**src/rtl/data_in_window_pkg.sv**
```systemverilog
// Shared constants for the SUBLEQ input delay window.
package data_in_window_pkg;

  localparam int unsigned WORD_SIZE = 16;
  localparam int unsigned DEPTH_MIN = 2;

endpackage

```
**src/rtl/data_window_stage.sv**
```systemverilog
// One window slot: a word/valid register pair with shift enable, sync clear and async reset.
module data_window_stage
  import data_in_window_pkg::*;
#(
  parameter int unsigned WIDTH = WORD_SIZE
) (
  input  logic             clk,
  input  logic             areset_n,
  input  logic             i_shift,
  input  logic             i_clr,
  input  logic [WIDTH-1:0] i_data,
  input  logic             i_valid,
  output logic [WIDTH-1:0] o_data,
  output logic             o_valid
);

  logic [WIDTH-1:0] r_data;
  logic             r_valid;

  // Clear wins over shift so a flushed cycle never captures the incoming word.
  always_ff @(posedge clk or negedge areset_n) begin
    if (!areset_n) begin
      r_data  <= '0;
      r_valid <= 1'b0;
    end else if (i_clr) begin
      r_data  <= '0;
      r_valid <= 1'b0;
    end else if (i_shift) begin
      r_data  <= i_data;
      r_valid <= i_valid;
    end
  end

  assign o_data  = r_data;
  assign o_valid = r_valid;

endmodule

```
**src/rtl/data_in_window.sv**
```systemverilog
// Input delay window: tap 0 is the live input, taps 1..DEPTH-1 hold earlier words,
// with fill tracking and a saturating accepted-word counter.
module data_in_window
  import data_in_window_pkg::*;
#(
  parameter int unsigned WIDTH       = WORD_SIZE,
  parameter int unsigned DEPTH       = 3,
  parameter bit          BUBBLE_MODE = 1'b0,
  parameter int unsigned CNT_WIDTH   = 16
) (
  input  logic                     clk,
  input  logic                     areset_n,
  input  logic [WIDTH-1:0]         data_in,
  input  logic                     in_valid,
  input  logic                     flush,
  output logic [WIDTH*DEPTH-1:0]   taps,
  output logic [DEPTH-1:0]         tap_valid,
  output logic [$clog2(DEPTH)-1:0] fill_count,
  output logic                     full,
  output logic [CNT_WIDTH-1:0]     accepted
);

  localparam int unsigned FILL_W = $clog2(DEPTH);
  localparam logic [FILL_W-1:0]    FILL_MAX = FILL_W'(DEPTH - 1);
  localparam logic [CNT_WIDTH-1:0] ACC_MAX  = '1;

  if (DEPTH < DEPTH_MIN) begin : g_depth_chk
    $error("data_in_window: DEPTH must be at least 2");
  end

  logic [DEPTH-1:0][WIDTH-1:0] w_data;
  logic [DEPTH-1:0]            w_valid;
  logic                        w_shift;

  logic [FILL_W-1:0]    r_fill;
  logic                 r_full;
  logic [CNT_WIDTH-1:0] r_acc;
  logic [FILL_W-1:0]    w_fill_nxt;
  logic [CNT_WIDTH-1:0] w_acc_nxt;

  assign w_data[0]  = data_in;
  assign w_valid[0] = in_valid;
  assign w_shift    = BUBBLE_MODE ? 1'b1 : in_valid;

  // Shift chain: stage k takes the output of stage k-1.
  for (genvar k = 1; k < DEPTH; k++) begin : g_stage
    data_window_stage #(
      .WIDTH (WIDTH)
    ) u_stage (
      .clk      (clk),
      .areset_n (areset_n),
      .i_shift  (w_shift),
      .i_clr    (flush),
      .i_data   (w_data[k-1]),
      .i_valid  (w_valid[k-1]),
      .o_data   (w_data[k]),
      .o_valid  (w_valid[k])
    );
  end

  assign taps      = w_data;
  assign tap_valid = w_valid;

  // Bubble mode tracks valids entering and leaving; compacting mode only counts up.
  always_comb begin
    w_fill_nxt = r_fill;
    w_acc_nxt  = r_acc;
    if (BUBBLE_MODE) begin
      w_fill_nxt = r_fill + FILL_W'(in_valid) - FILL_W'(w_valid[DEPTH-1]);
    end else if (in_valid && (r_fill != FILL_MAX)) begin
      w_fill_nxt = r_fill + FILL_W'(1);
    end
    if (in_valid && (r_acc != ACC_MAX)) begin
      w_acc_nxt = r_acc + CNT_WIDTH'(1);
    end
  end

  always_ff @(posedge clk or negedge areset_n) begin
    if (!areset_n) begin
      r_fill <= '0;
      r_full <= 1'b0;
      r_acc  <= '0;
    end else if (flush) begin
      r_fill <= '0;
      r_full <= 1'b0;
      r_acc  <= '0;
    end else begin
      r_fill <= w_fill_nxt;
      r_full <= (w_fill_nxt == FILL_MAX);
      r_acc  <= w_acc_nxt;
    end
  end

  assign fill_count = r_fill;
  assign full       = r_full;
  assign accepted   = r_acc;

endmodule

```
**config.mk**
```make
export PLATFORM = sky130hd
export DESIGN_NAME = data_in_window
export DESIGN_NICKNAME = d
export VERILOG_FILES = /design/src/rtl/data_in_window_pkg.sv /design/src/rtl/data_window_stage.sv /design/src/rtl/data_in_window.sv
export SDC_FILE = /design/constraint.sdc
export NUM_CORES = 1
export LEC_CHECK = 0
export ABC_CLOCK_PERIOD_IN_PS = 1550
export CAP_MARGIN = 15
export CORE_UTILIZATION = 41
export DETAILED_ROUTE_END_ITERATION = 8
export PLACE_DENSITY = 0.77
export RECOVER_POWER = 50
export SYNTH_ARGS = -nofsm -noshare
export SYNTH_HDL_FRONTEND = slang
export SYNTH_SLANG_ARGS = --single-unit
```
**constraint.sdc**
```tcl
create_clock -name clk -period 1.55 [get_ports clk]
set_clock_uncertainty 0.05 [all_clocks]
set_input_delay 0.2325 -clock clk [delete_from_list [all_inputs] [get_ports clk]]
set_output_delay 0.2325 -clock clk [all_outputs]
set_load 0.01 [all_outputs]
```
==> metrics.txt, run 1 <==
status=finished clean; pwr/cell area=around 760 nW/um^2; YS warnings=0; Reg clk slew, reported paths=roughly 0.090 ns; Setup CP Type=in -> out; vias in the first global route=between 1500 and 2000; row count=28; WP data required=approximately 1.3 ns; Worst slew margin=a little over three fifths; Critical Path Source Type=primary input; DR pass1 iterations=4; DP Wirelength=approximately 3.8 mm; Max FO, Critical Path=2; number of DRC markers in iteration 0=between 100 and 150; die area=about 6600 sq um; DR vias/cell=5.03; post-synth net total=roughly 250; first-pass GRT wire length=about 9.0 mm; synth unique cells=33; most common cell after layout, fill and taps aside=clkdlybuf4s50_1; crit-path cells=clkdlybuf4s50_1, clkdlybuf4s50_1; antenna violations before repair=0; Tightest Pin Transition=about 0.56 ns; register bit total from synthesis=53; width of the die=between 80 and 90 um; Synth area leaders=dfrtp_1, mux2i_1, nor2_1, buf_4, xnor2_1; cell taking the most area after synthesis=dfrtp_1; Arr. time, crit path=between 1 and 1.5 ns; Max-Cap Viols=0; most frequent cells in the layout=clkdlybuf4s50_1, dfrtp_1, nor2_1; RSZ-0062 raised after global routing=true; CTS Sinks=53; Syn Std Cell Area=~2600 sq um; asr flop ratio synth=100%; final global-route overflow total=0; post-synth top area share=about half; ANT nets after route=0; initial core utilization=a little over two fifths; IO Pins=90; CTS tree=yes; core box area=between 5000 and 6000 sq um; fmax=0.655 GHz; post-route clock period utilization=between 90 and 100%; Clock Latency Late Sink=0.30 ns; final setup violating endpoints=0; Routed WL per cell=between 10 and 15 um; worst vdd ir=~0.45 mV; Total Routed Length=around 5.6 mm; cts bufs inserted=5; CP max stage delay=around 0.54 ns; gr usage total=17.7%; post-synthesis cell count=approximately 230; I/O Buffers=89; Worst Setup End Kind=output port; Non-Filler Instances=402; largest net degree at the start of global routing=30; Top FF cell, synth=dfrtp_1; leak pwr=around 2.1 nW; layout cells sized above 1=about a fifth; root buf cell=clkbuf_8; Placed Cells=approximately 380; Tightest Hold Check Type=in -> reg; Final Wtd Congestion=between 0.7 and 0.8; Final Net Count=about 350; clock buffer depth=2; diode count=0; crit path buf inv count=2; Final Max Slew Viols=0; vias after detailed routing=around 2000; CP max-delay cell=clkdlybuf4s50_1; Overall Power=2.90 mW; Hold Violations, Final=0; Most common cell on crit path=clkdlybuf4s50_1; min Tclk post-route=between 1.5 and 2 ns; number of synthesized flops with an enable pin=0; Crit path max-delay family=buffers and inverters; H-tree levels=2; Die H=81.0 um; DRC=0; post-synthesis sequential area ratio=51.9%; Area Overhead vs Synth=49.3%; syn avg cell area=11.1 sq um
-- flip-flops by register name, summed over array words and instances, names as in the netlist --
register and cells:
g_stage.u_stage.o_data 32, g_stage.u_stage.o_valid 2, fill_count 2, full 1, accepted 16
-- cells in the mapped netlist (2+ instances only) --
cell type / instances
o21ai_1: 11
nand4_1: 4
buf_4: 19
buf_2: 7
nand3_1: 7
nor4_1: 4
dfrtp_1: 53
ha_1: 2
xor2_1: 3
nor2_1: 42
nor4_2: 3
inv_1: 3
clkbuf_1: 4
nand2_1: 7
o21ai_2: 2
xnor2_1: 11
mux2i_1: 33
-- path summary, 6_finish.rpt --
| path | startpoint | endpoint | slack [ns] | cells after the start |
|---|---|---|---|---|
| max in group asynchronous | areset_n | accepted[13] | 0.50 | 3 |
| min in group asynchronous | areset_n | g_stage[1].u_stage.o_data[8] | 0.40 | 2 |
| hold reg to reg | g_stage[1].u_stage.o_valid | g_stage[1].u_stage.o_valid | 0.48 | 2 |
| setup / recovery | data_in[2] | taps[2] | 0.02 | 2 |
| hold / removal | flush | accepted[0] | 0.23 | 3 |
| setup reg to reg | accepted[0] | accepted[0] | 0.06 | 5 |
-- what timing repair did --
action	CTS	global route
gates resized for setup	13	39
setup endpoints to repair	19	33
hold buffers	1	0
pin swaps	0	3
setup buffers	16	0
hold endpoints to repair	22	0
-- layout make-up --
class	instances	area [sq um]
Tap cell	75	93.8
Inverter	3	11.3
Multi-Input combinational cell	144	1060
Sequential cell	53	1340
Timing Repair Buffer	119	1190
Clock inverter	2	37.5
Clock buffer	6	82.6
Fill cell	481	2140
-- stage by stage --
stage | TNS (ns) | setup WS, ns | util, % | instance area [sq um] | hold WS [ns]
CTS | 0 | 0.00179 | 62.0 | 3690 | 0.226
detailed placement | -0.00207 | -0.00207 | 57.8 | 3440 | 0.206
global route | -0.0104 | -0.0104 | 64.1 | 3820 | 0.226
finish | 0 | 0.0227 | 64.1 | 3820 | 0.231
global placement | -0.0202 | -0.0202 | 57.8 | 3440 | 0.199
floorplan | 0 | 0.0263 | - | 2560 | -0.113
-- cells by family (layout without fill, tap and decap cells) --
kind of cell	count (synthesis)	count (layout)	share of synthesized area (%)
compound gates	17	17	4.55
mux	33	33	12.9
simple gates	78	78	16.8
flops	53	53	51.9
buf+inv	34	130	8.12
xor+xnor	14	14	4.79
fa+ha+maj	2	2	0.978
-- power by group --
group / total (mW) / switching, mW / internal [mW]
clock network: 0.971 / 0.446 / 0.525
registers: 1.47 / 0.0356 / 1.44
logic: 0.454 / 0.212 / 0.242
total: 2.90 / 0.693 / 2.20
-- layer usage --
metal	GRT usage (%)	routed length, um	share of wire [%]	vias to the layer above
met5	0	0	0	-
met4	6.43	86	1.5	0
met3	3.48	311	5.6	7
met2	29.1	2660	48	64
met1	23.2	2540	45	981
li1	-	-	-	969
Power figures use the tool's default switching activity.
==> run 2: changes to the inputs <==
--- a/config.mk
+++ b/config.mk
@@ -8,6 +8,7 @@
 export ABC_CLOCK_PERIOD_IN_PS = 1550
 export CAP_MARGIN = 15
 export CORE_UTILIZATION = 41
+export CTS_CLUSTER_SIZE = 14
 export DETAILED_ROUTE_END_ITERATION = 8
 export PLACE_DENSITY = 0.77
 export RECOVER_POWER = 50
==> results of run 2 <==
Same layout as run 1: the final DEF is identical, and so are final timing and power.
==> RTL edit 1, RTL diff (flow settings as in run 1) <==
Change the parameter `DEPTH` from 3 to 6.
--- a/src/rtl/data_in_window.sv
+++ b/src/rtl/data_in_window.sv
@@ -4,7 +4,7 @@
   import data_in_window_pkg::*;
 #(
   parameter int unsigned WIDTH       = WORD_SIZE,
-  parameter int unsigned DEPTH       = 3,
+  parameter int unsigned DEPTH       = 6,
   parameter bit          BUBBLE_MODE = 1'b0,
   parameter int unsigned CNT_WIDTH   = 16
 ) (
Interface: changed (resized fill_count, tap_valid and taps); port bits go from 90 to 142. No check against the original RTL was run, so the function may have changed too.
==> RTL edit 1 against run 1 <==
The run now ends with setup timing left; clock power grew 120%; sequential power grew 94%; sequential cell count grew 52; design area grew 75%; register-to-register slack lost 0.22 ns; core utilization shrank 3.1 points; non-clock buffer count grew 73; synthesized area grew 82%; power grew 95%; hold slack gained 0.11 ns; setup slack lost 0.19 ns; wire length grew 96%; critical path type is now flop to flop; largest power group unchanged.
==> RTL edit 1: results (changes against run 1) <==
* Outcome: complete, but fails checks (was completed)
* Failing checks: setup timing
* Via/cell ratio at 4.99 (was 5.03)
* Syn nets at 427 (was 253)
* Clk root buf: clkbuf_16 (was clkbuf_8)
* Sequential area share after synthesis at 56.5% (was 51.9%)
* Initial DRC count at 123 (was 102)
* WL final at 11000 um (was 5600 um)
* Final cell count without fillers at 706 (was 402)
* Peak supply drop at 0.487 mV (was 0.446 mV)
* Synth cell count leaders: dfrtp_1, nor2_1, mux2i_1 (unchanged)
* Setup Viol. Count Final at 13 (was 0)
* Number of global-route vias before repair at 3594 (was 1925)
* Routing usage on met2 at 34.6% (was 29.1%)
* Xor and xnor area share after synthesis at 2.26% (was 4.79%)
* Largest net degree at the start of global routing at 108 (was 30)
* First-pass GRT wire length at 18000 um (was 9000 um)
* Max reg flops at 80 (was 32)
* Routed metal-1 wirelength at 4600 um (was 2540 um)
* Post-CTS setup buffer count at 9 (was 16)
* Total GRT Usage at 19.8% (was 17.7%)
* Input/output buffers at 141 (was 89)
* Final net count at 584 (was 348)
* CP arrival at 1.86 ns (was 1.24 ns)
* Met2 WL at 5790 um (was 2660 um)
* Post-route setup slack at -0.164 ns (was 0.0227 ns)
* Reg clk slew, reported paths at 0.07 ns (was 0.09 ns)
* Pin slew with the least headroom to its limit at 0.716 ns (was 0.557 ns)
## RTL edit 1: cell type report
cell class              count  area, um^2  share of cell area [%]
repair buffers            192        1730                    26.0
multi-input cells         250        1820                    27.3
flip-flops and latches    105        2640                    39.6
inverters                   3        11.3                   0.169
well taps                 140         175                    2.63
clock inverters             6        56.3                   0.845
clock buffers              10         229                    3.43
## RTL edit 1: worst max-delay path: stages, from the launching register on
cell and delay (ns):
dfrtp_2 0.39, ha_4 0.14, nand4_1 0.18, or4_4 0.52, a31oi_1 0.21, o22ai_1 0.09
## RTL edit 1: worst paths after layout
| path | start | to | slack, ns | cells after the start |
|---|---|---|---|---|
| worst max register to register | accepted[1] | accepted[1] | -0.16 | 5 |
| worst min-delay path | flush | accepted[12] | 0.34 | 4 |
| worst max-delay path | accepted[1] | accepted[1] | -0.16 | 5 |
| max in group asynchronous | areset_n | accepted[0] | 0.16 | 3 |
| worst min register to register | g_stage[5].u_stage.o_data[14] | g_stage[5].u_stage.o_data[14] | 0.47 | 2 |
| min in group asynchronous | areset_n | g_stage[3].u_stage.o_data[6] | 0.40 | 2 |
## RTL edit 1: power groups by stage
stage	clock network (uW)	registers [uW]	logic [uW]
2_1_floorplan	0	2930	290
6_report	2180	2850	614
3_5_place_dp	0	2910	661
3_3_place_gp	0	2910	647
5_1_grt	2340	2860	673
4_1_cts	2240	2850	638
## RTL edit 1: per-stage QoR
stage          setup WS [ns]  utilization, %
2_1_floorplan         -0.137               -
3_3_place_gp          -0.104            58.3
3_5_place_dp          -0.137            58.3
4_1_cts               -0.160            60.7
5_1_grt               -0.241            61.0
6_report              -0.164            61.0
==> RTL edit 2, RTL diff (config.mk and constraints of run 1) <==
Without the edit above. Make the reset (`areset_n`) synchronous in 2 clocked blocks. Comments in the files are not updated.
--- a/src/rtl/data_window_stage.sv
+++ b/src/rtl/data_window_stage.sv
@@ -18,7 +18,7 @@
   logic             r_valid;
 
   // Clear wins over shift so a flushed cycle never captures the incoming word.
-  always_ff @(posedge clk or negedge areset_n) begin
+  always_ff @(posedge clk) begin
     if (!areset_n) begin
       r_data  <= '0;
       r_valid <= 1'b0;
--- a/src/rtl/data_in_window.sv
+++ b/src/rtl/data_in_window.sv
@@ -75,7 +75,7 @@
     end
   end
 
-  always_ff @(posedge clk or negedge areset_n) begin
+  always_ff @(posedge clk) begin
     if (!areset_n) begin
       r_fill <= '0;
       r_full <= 1'b0;
Behaviour: differs if areset_n is asserted again (counterexample within 4 cycles, from zero or initial values and one cycle with areset_n low); with areset_n held inactive, the same outputs for 10 cycles.
==> RTL edit 2 against run 1 <==
The run now ends with setup timing left; synthesized cell count grew 6.1%; via count shrank 0.89%; synthesized area shrank 9.5%; setup slack lost 0.035 ns; power shrank 11%; design area shrank 11%; count of clock-buffer cells in the layout shrank 1; die area shrank 9.3%; clock power shrank 7.5%; sequential cell count is the same; combinational power shrank 39%; wire length shrank 6.7%; sequential share of layout area shrank 3.1 points; critical endpoint is now accepted[6]; highest routed layer unchanged.
==> RTL edit 2: results (changes against run 1) <==
* Outcome: complete, but fails checks (was completed)
* Failing checks: setup timing
* P_leak at 0.00135 uW (was 0.00211 uW)
* Input/output buffers at 89 (unchanged)
* Sequential area share after synthesis at 45.8% (was 51.9%)
* Top cells by area, synth: dfxtp_1, mux2i_1, nor2_1 (was dfrtp_1, mux2i_1, nor2_1)
* Yosys cell types at 40 (was 33)
* Post-route setup slack at -0.0127 ns (was 0.0227 ns)
* CP max-delay cell: o41a_1 (was clkdlybuf4s50_1)
* RR Startpoint: accepted[8] (was accepted[0])
* Reg2reg end: accepted[6] (was accepted[0])
* Peak supply drop at 0.460 mV (was 0.446 mV)
* Initial DRC count at 115 (was 102)
* Syn nets at 267 (was 253)
* Worst min-delay path endpoint: accepted[1] (was accepted[0])
* Worst path max stage delay at 0.52 ns (was 0.54 ns)
* Total GRT Usage at 17.7% (about the same)
* Number of global-route vias before repair at 1878 (was 1925)
* Hold_sp: in_valid (was flush)
* Synth Flop Type: dfxtp_1 (was dfrtp_1)
* 1st-pass router iterations at 6 (was 4)
* Synth cell count leaders: dfxtp_1, nor2_1, mux2i_1 (was dfrtp_1, nor2_1, mux2i_1)
* Max reg flops at 32 (unchanged)
* Final net count at 356 (was 348)
* Relative max-transition margin at 63.0% (was 62.8%)
* Asr flop ratio synth at 0% (was 100%)
* First-pass GRT wire length at 8510 um (was 9000 um)
* Setup Viol. Count Final at 1 (was 0)
* Final GP Congestion at 0.781 (was 0.790)
* Placed wire-length estimate at 3770 um (was 3760 um)
* Via/cell ratio at 4.96 (was 5.03)
* Largest net degree at the start of global routing at 35 (was 30)
RTL edit 2: cell count changes after synthesis, moves of 4 or more:
cell      change
mux2i_1       +4
o21ai_0       +5
nand4_1       +5
o21ai_1      -11
dfxtp_1      +53
nand2b_1      +4
xnor2_1      -10
dfrtp_1      -53
a21oi_1      +11
RTL edit 2: layout make-up:
type,count,area (um^2)
fill,444,1890
sequential,53,1080
multi-input combinational,156,1050
timing repair buffer,113,1040
tap,70,87.6
clock buffer,5,68.8
clock inverter,2,35.0
inverter,5,18.8
RTL edit 2: worst register-to-register path, stage by stage, from the launching register on:
cell and delay, ns:
dfxtp_1 0.35, nand4_1 0.26, o41a_1 0.52, nand4_1 0.14, mux2i_1 0.18
RTL edit 2: power breakdown:
group,internal (uW),switching [uW]
combinational,155,124
clock,470,428
sequential,1380,15.3
RTL edit 2: cells by family after synthesis:
| kind of cell | after synthesis | synth area share (%) |
|---|---|---|
| muxes | 37 | 16.0 |
| buffers and inverters | 36 | 10.2 |
| xor gates and xnor gates | 1 | 0.378 |
| and+or+nand+nor | 89 | 19.1 |
| adders and majority gates | 2 | 1.08 |
| DFF | 53 | 45.8 |
| AOI/OAI and AO/OA | 27 | 7.46 |
RTL edit 2: worst max path at each step:
stage | start | end | slack [ns]
after floorplan | accepted[5] | accepted[11] | 0.02
after global placement | data_in[2] | taps[2] | 0.009
after detailed placement | accepted[13] | accepted[15] | -0.02
after CTS | data_in[12] | taps[12] | 0.0003
after global routing | accepted[10] | accepted[6] | -0.09
final | accepted[8] | accepted[6] | -0.01
RTL edit 2: per-layer routing:
layer  routed length [um]  part of all wire, %  track usage (%)
met1                 2350                   45             21.7
met2                 2440                   47             28.3
met3                  390                  7.5             6.19
met4                   36                 0.69             7.17
met5                    0                    0                0
RTL edit 2: repair_timing:
| action | 4_1_cts | 5_1_grt |
|---|---|---|
| hold endpoints to repair | 0 | 0 |
| gates resized for setup | 19 | 32 |
| buffers inserted | 0 | 1 |
| setup endpoints to repair | 17 | 40 |
| pin swaps | 1 | 3 |
RTL edit 2: through the flow:
step	total power, uW	hold slack, ns	setup WS (ns)	cell area, um^2	std cells
3_3_place_gp	1730	0.422	0.00928	3260	396
2_1_floorplan	1590	0.330	0.0195	2320	245
6_report	2570	0.234	-0.0127	3380	404
3_5_place_dp	1730	0.428	-0.0238	3260	396
4_1_cts	2610	0.209	0.000260	3370	403
5_1_grt	2680	0.232	-0.0903	3380	404
